[src/rtl/filter_loader_pkg.sv]
// Shared constants, state type and helpers for the filter loader that feeds filter_buffer.
package filter_loader_pkg;

    localparam int FL_WID_FILTER = 16;
    localparam int FL_NUM_TAPS   = 9;
    localparam int FL_CNT_W      = 4;

    typedef enum logic [1:0] {
        FL_IDLE = 2'd0,
        FL_WAIT = 2'd1,
        FL_LOAD = 2'd2,
        FL_HOLD = 2'd3
    } fl_state_t;

    function automatic logic tapsFull(input logic [FL_CNT_W-1:0] cnt);
        return cnt == FL_CNT_W'(FL_NUM_TAPS);
    endfunction

endpackage

[src/rtl/filter_loader.sv]
// Streams one 3x3 filter from the weight memory into filter_buffer, one weight per accepted beat,
// holding off a reload while the convolver is still using the current weights.
module filter_loader
    import filter_loader_pkg::*;
#(
    parameter int WID_FILTER = FL_WID_FILTER
) (
    input  logic                  clk,
    input  logic                  rst,
    input  logic                  load_req,
    input  logic                  conv_busy,
    input  logic                  w_valid,
    input  logic [WID_FILTER-1:0] w_data,
    output logic                  w_ready,
    output logic                  shifting,
    output logic [WID_FILTER-1:0] inp,
    output logic                  weights_valid,
    output logic                  load_pending,
    output logic [FL_CNT_W-1:0]   tap_cnt
);

    fl_state_t             r_state;
    logic [FL_CNT_W-1:0]   r_tapCnt;
    logic                  r_shifting;
    logic [WID_FILTER-1:0] r_inp;
    logic                  r_weightsValid;
    logic                  r_loadPending;

    logic                  w_full;
    logic                  w_accept;

    assign w_full   = tapsFull(r_tapCnt);
    assign w_ready  = (r_state == FL_LOAD) && !w_full;
    assign w_accept = w_valid && w_ready;

    // The HOLD transition waits one cycle past the ninth accept so weights_valid
    // only rises once filter_buffer has registered the final shift.
    always_ff @(posedge clk or posedge rst) begin
        if (rst) begin
            r_state        <= FL_IDLE;
            r_tapCnt       <= '0;
            r_shifting     <= 1'b0;
            r_inp          <= '0;
            r_weightsValid <= 1'b0;
            r_loadPending  <= 1'b0;
        end else begin
            r_shifting <= 1'b0;
            case (r_state)
                FL_IDLE, FL_HOLD: begin
                    if (load_req) begin
                        if (conv_busy) begin
                            r_state       <= FL_WAIT;
                            r_loadPending <= 1'b1;
                        end else begin
                            r_state        <= FL_LOAD;
                            r_tapCnt       <= '0;
                            r_weightsValid <= 1'b0;
                        end
                    end
                end
                FL_WAIT: begin
                    if (!conv_busy) begin
                        r_state        <= FL_LOAD;
                        r_loadPending  <= 1'b0;
                        r_tapCnt       <= '0;
                        r_weightsValid <= 1'b0;
                    end
                end
                FL_LOAD: begin
                    if (w_full) begin
                        r_state        <= FL_HOLD;
                        r_weightsValid <= 1'b1;
                    end else if (w_accept) begin
                        r_shifting <= 1'b1;
                        r_inp      <= w_data;
                        r_tapCnt   <= r_tapCnt + FL_CNT_W'(1);
                    end
                end
                default: begin
                    r_state <= FL_IDLE;
                end
            endcase
        end
    end

    assign shifting      = r_shifting;
    assign inp           = r_inp;
    assign weights_valid = r_weightsValid;
    assign load_pending  = r_loadPending;
    assign tap_cnt       = r_tapCnt;

endmodule
[config.mk]
export PLATFORM = sky130hd
export DESIGN_NAME = filter_loader
export DESIGN_NICKNAME = d
export VERILOG_FILES = /design/src/rtl/filter_loader_pkg.sv /design/src/rtl/filter_loader.sv
export SDC_FILE = /design/constraint.sdc
export NUM_CORES = 1
export LEC_CHECK = 0
export CAP_MARGIN = 20
export CORE_UTILIZATION = 35
export CTS_BUF_LIST = sky130_fd_sc_hd__clkbuf_4 sky130_fd_sc_hd__clkbuf_8
export DETAILED_ROUTE_END_ITERATION = 12
export PLACE_DENSITY = 0.66
export RECOVER_POWER = 100
export REMOVE_ABC_BUFFERS = 1
export SYNTH_ARGS = -nofsm -noshare
export SYNTH_HDL_FRONTEND = slang
export SYNTH_SLANG_ARGS = --single-unit
[constraint.sdc]
create_clock -name clk -period 1.7 [get_ports clk]
set_input_delay 0.34 -clock clk [delete_from_list [all_inputs] [get_ports clk]]
set_output_delay 0.34 -clock clk [all_outputs]
set_load 0.02 [all_outputs]
### After elaboration in Yosys (flattened, before gate mapping)

Cells that the tools add are included.

* $add $sub $neg: 1
* equality and inequality tests: 10
* muxes and demuxes: 21
* bitwise gates (word level): 1
* reduce and logical (&&, ||, !) cells: 11

Operators with widths (number)
* two-way mux 4 bit: 4
* != test 2 bit (second input constant): 6
* case mux 4 bit (3 select lines): 1
* two-way mux 1 bit: 9
* AND reduction 3 bit: 3
* two-way mux 2 bit: 4
* case mux 2 bit (3 select lines): 1
* adder 4 x 1 -> 4 bit (second input constant): 1
* == test 2 bit (second input constant): 2
* == test 4 bit (second input constant): 1
* AND reduction 4 bit: 1
* case mux 1 bit (3 select lines): 1
* == test 2 x 1 -> 1 bit (second input constant): 1
* logical AND 1 bit: 2
* zero test 2 bit: 1
* case mux 1 bit (2 select lines): 1
* AND reduction 2 bit: 1
* nonzero test 2 bit: 1
* OR reduction 2 bit: 1
* zero test 1 bit: 1
* inverter 1 bit: 1

* register bits after elaboration: 25
* input bits: 21
* output and inout bits: 24
* word-level logic and storage cells: 50

### Longest topological paths before layout

* depth in word-level cells: 7
* mapped depth: 6

### Worst setup path after synthesis

Ideal clock, no wire load.

* kind: reg-to-reg
* start: reg r_tapCnt[1] (netlist: tap_cnt[1])
* end: reg r_inp[0] (netlist: inp[0])
* library setup time: 0.125 ns
* arrival: 1.561 ns
* path slack: 0.014 ns
* stages on the path, launching flop included: 7
* cell sequence: dfrtp_1 -> inv_1 -> ha_1 -> and3b_4 -> nor2_8 -> buf_6 -> mux2_4

* word-level cells in the longest chain between the ends: 5
* elaborated cells on any way between the ends: 6

Ends and longest elaborated chain
* from (decl): RTL line filter_loader.sv:23 `logic [FL_CNT_W-1:0] r_tapCnt;`
* from (signal assigned): RTL line filter_loader.sv:76 `r_tapCnt <= r_tapCnt + FL_CNT_W'(1);`
* == test 4 bit *: RTL line filter_loader_pkg.sv:16 `return cnt == FL_CNT_W'(FL_NUM_TAPS);`
* zero test 1 bit: RTL line filter_loader.sv:33 `assign w_ready = (r_state == FL_LOAD) && !w_full;`
* logical AND 1 bit: RTL line filter_loader.sv:33
* logical AND 1 bit: RTL line filter_loader.sv:34 `assign w_accept = w_valid && w_ready;`
* AND reduction 3 bit (no source line) *
* to (signal assigned): RTL line filter_loader.sv:75 `r_inp <= w_data;`
* to (decl): RTL line filter_loader.sv:25 `logic [WID_FILTER-1:0] r_inp;`

Every way passes the cells marked *; elsewhere a longest branch is shown, timed or not.
A chain may end at the register's enable or synchronous reset.

### Final worst setup path

* start: reg r_tapCnt[1] (netlist: tap_cnt[1])
* end: out w_ready

* word-level cells in the longest chain between the ends: 3

Ends and longest elaborated chain
* == test 4 bit: RTL line filter_loader_pkg.sv:16
* zero test 1 bit: RTL line filter_loader.sv:33
* logical AND 1 bit: RTL line filter_loader.sv:33
* to (decl): RTL line filter_loader.sv:14 `output logic w_ready,`

No other way between the ends.

==> results.json <==
{
  "power_leakage_uw": 0.000829,
  "synth-edff-count": 0,
  "synth_top_area_share_pct": 53.2,
  "ys.flop_type": "dfrtp_1",
  "drt-pass1-iter-count": 4,
  "synth_area_leader_cell": "dfrtp_1",
  "rsz0062_at_grt": "yes",
  "drc_errors": 0,
  "die_x_um": 60.0,
  "startpoint_type": "register",
  "antenna_found_initial": 0,
  "cts_made_buffers": 3,
  "async_reset_ff_share_pct": 100,
  "grt_max_degree": 26,
  "wl_mm": 2.74,
  "fillCellCount": 281,
  "min-delay-start": "inp[15]",
  "final_core_util_pct": 59.4,
  "critPathLaunch": "tap_cnt[1]",
  "netlist_top_cells_count": "dfrtp_1 (25), mux2_4 (9), o21ai_0 (8), inv_1 (7), mux2_2 (7)",
  "cap_violations": 0,
  "cts_tree": "yes",
  "grt-ovfl-total": 0,
  "area_delta_synth_final_pct": 58.0,
  "postRouteAntennaNets": 0,
  "cts_htree_levels": 1,
  "grt_first_pass_wirelength_mm": 4.08,
  "max_freq_ghz": 0.598,
  "ys_types": 25,
  "cp-end-kind": "output pin",
  "grt_usage_pct": 15.6,
  "vias_per_cell": 4.70,
  "finalHoldViolations": 0,
  "cts-root-buf": "clkbuf_4",
  "grt_pass1_vias": 932,
  "holdWs_ns": 0.524,
  "gp_congestion": 0.794,
  "finalCritPeriodShare_pct": 98.3,
  "cts_sinks": 25,
  "io_buffers": 44,
  "skew_ns": 0.00292,
  "drt_iter0_drc": 21,
  "ys_seq_area_share_pct": 53.2,
  "ir_worst_vdd_v": 0.000663,
  "num_rows": 20,
  "initial_core_util_pct": 37.6,
  "synth.most_common_cell": "dfrtp_1",
  "holdBufCountCts": 0,
  "nets": 183,
  "maxSlewViolCount": 0,
  "final_area_sq_um": 1860,
  "yosys-top-cells-area": "dfrtp_1 (53%), mux2_4 (11%), mux2_2 (6.7%)",
  "ys_warn_count": 0,
  "wl_per_cell_um": 13.6,
  "core_area_sq_um": 3130,
  "n_antenna_cell": 0,
  "vias": 945,
  "pwr_density_cell_nw_per_um2": 1720,
  "reg2reg_from": "tap_cnt[0]",
  "dp_hpwl_mm": 1.92,
  "placed_area_sq_um": 1800,
  "dieArea_sq_um": 3600,
  "finalCriticalPeriod_ns": 1.67,
  "cts.clk_slew.worst_paths_ns": 0.15,
  "setup_viol": 0,
  "io-pin-count": 45,
  "syn_area_sq_um": 1180,
  "relSlewSlack_pct": 58.4,
  "synth_area_per_cell_sq_um": 13.1,
  "worst_hold_path_type": "register to register",
  "die_y_um": 60.0,
  "cp.arrival_ns": 1.33,
  "status": "completed",
  "cp_max_fo": 2,
  "clock_latency_ns": 0.32,
  "crit_required_ns": 1.36,
  "cts_buffer_depth": 2,
  "synth_seq_cells": 25,
  "synth_cells": 90,
  "drive_gt1_share_pct": 32.5,
  "critical_path_class": "register to output pin",
  "worst_slew_pin_slew_ns": 0.623
}
==> cell type report <==
| cell class | count | area, sq um | share of cell area, % |
|---|---|---|---|
| clock buffer | 3 | 22.5 | 1.21 |
| clock inverter | 1 | 7.51 | 0.404 |
| inverter | 7 | 26.3 | 1.41 |
| multi-input combinational | 56 | 533 | 28.7 |
| sequential | 25 | 626 | 33.7 |
| tap | 44 | 55.1 | 2.96 |
| timing repair buffer | 65 | 588 | 31.6 |
==> worst max-delay path, stage by stage, from the launching register on <==
cell,delay [ns]
dfrtp_1,0.41
inv_1,0.06
ha_2,0.17
and3b_4,0.21
nor2_4,0.04
buf_6,0.12
==> flip-flops by register name, summed over array words and instances (netlist names) <==
signal         cells
inp               16
load_pending       1
r_state            2
shifting           1
tap_cnt            4
weights_valid      1
==> layer usage <==
metal | GRT usage (%) | wire length (um) | share of wire, % | vias up
li1 | - | - | - | 455
met4 | 7.97 | 34 | 1.2 | 0
met1 | 17.8 | 1180 | 43 | 460
met2 | 27.8 | 1400 | 51 | 28
met3 | 2.81 | 130 | 4.7 | 2
met5 | 0 | 0 | 0 | -
==> layout by cell type, fill, tap and decap left out <==
cell             instances
nor2_4                   1
nor2b_1                  1
a221oi_1                 1
dlygate4sd2_1            4
dlygate4sd3_1            1
clkinvlp_4               1
or4_1                    2
ha_1                     3
or2b_2                   1
buf_4                   15
nor3_2                   1
a31oi_1                  1
nor2_1                   1
nand3_1                  6
mux2_4                   9
nand4_1                  1
clkdlybuf4s50_1         30
clkbuf_2                 1
clkbuf_16                1
o21ai_0                  8
buf_6                    1
nand2_2                  1
clkdlybuf4s15_2          1
clkbuf_1                 8
or2_2                    1
dfrtp_1                 25
ha_2                     1
nand3b_1                 1
clkbuf_4                 4
mux2i_1                  2
buf_12                   2
nor2b_4                  1
nand2_1                  1
and3b_4                  1
o32a_1                   2
o2bb2a_1                 1
inv_1                    7
nor2_8                   1
mux2_2                   7
==> where the power goes <==
part,internal [uW],leakage [uW],switching (uW),total (uW)
Combinational,1050,0.000515,883,1930
Sequential,851,0.000300,130,981
Clock,89.8,0.0000139,189,279
Total,1990,0.000829,1200,3190
==> timing repair <==
item,in CTS,in global routing
resized for setup,10,15
setup buffers,0,3
pin swaps,0,3
setup endpoints to repair,5,28
cloned,0,2
==> stage by stage <==
stage	total power [uW]	TNS [ns]	cells	setup WS (ns)
4_1_cts	3170	-0.0240	196	-0.0240
3_5_place_dp	2890	-0.383	192	-0.135
2_1_floorplan	1970	0	88	0.0143
5_1_grt	3380	-0.0806	201	-0.0536
3_3_place_gp	2850	-0.409	192	-0.105
6_report	3190	0	201	0.0283
==> worst paths after layout <==
| path | endpoint | slack [ns] | cells after the start |
|---|---|---|---|
| worst max register to register | inp[6] | 0.05 | 6 |
| worst min register to register | inp[15] | 0.52 | 1 |
| worst min-delay path | inp[15] | 0.52 | 1 |
| min in group asynchronous | tap_cnt[2] | 0.62 | 3 |
| worst max-delay path | w_ready | 0.03 | 5 |
| max in group asynchronous | inp[1] | 0.68 | 3 |
==> kinds of logic after synthesis <==
kind of cell / Yosys count / synth area share (%)
AO/OA/AOI/OAI: 13 / 7.23
AND/OR/NAND/NOR: 21 / 11.8
multiplexers: 18 / 19.9
buffers and inverters: 9 / 3.62
flip-flops: 25 / 53.2
adder cells (fa/ha/maj): 4 / 4.26
(Power assumes the default switching activity.)
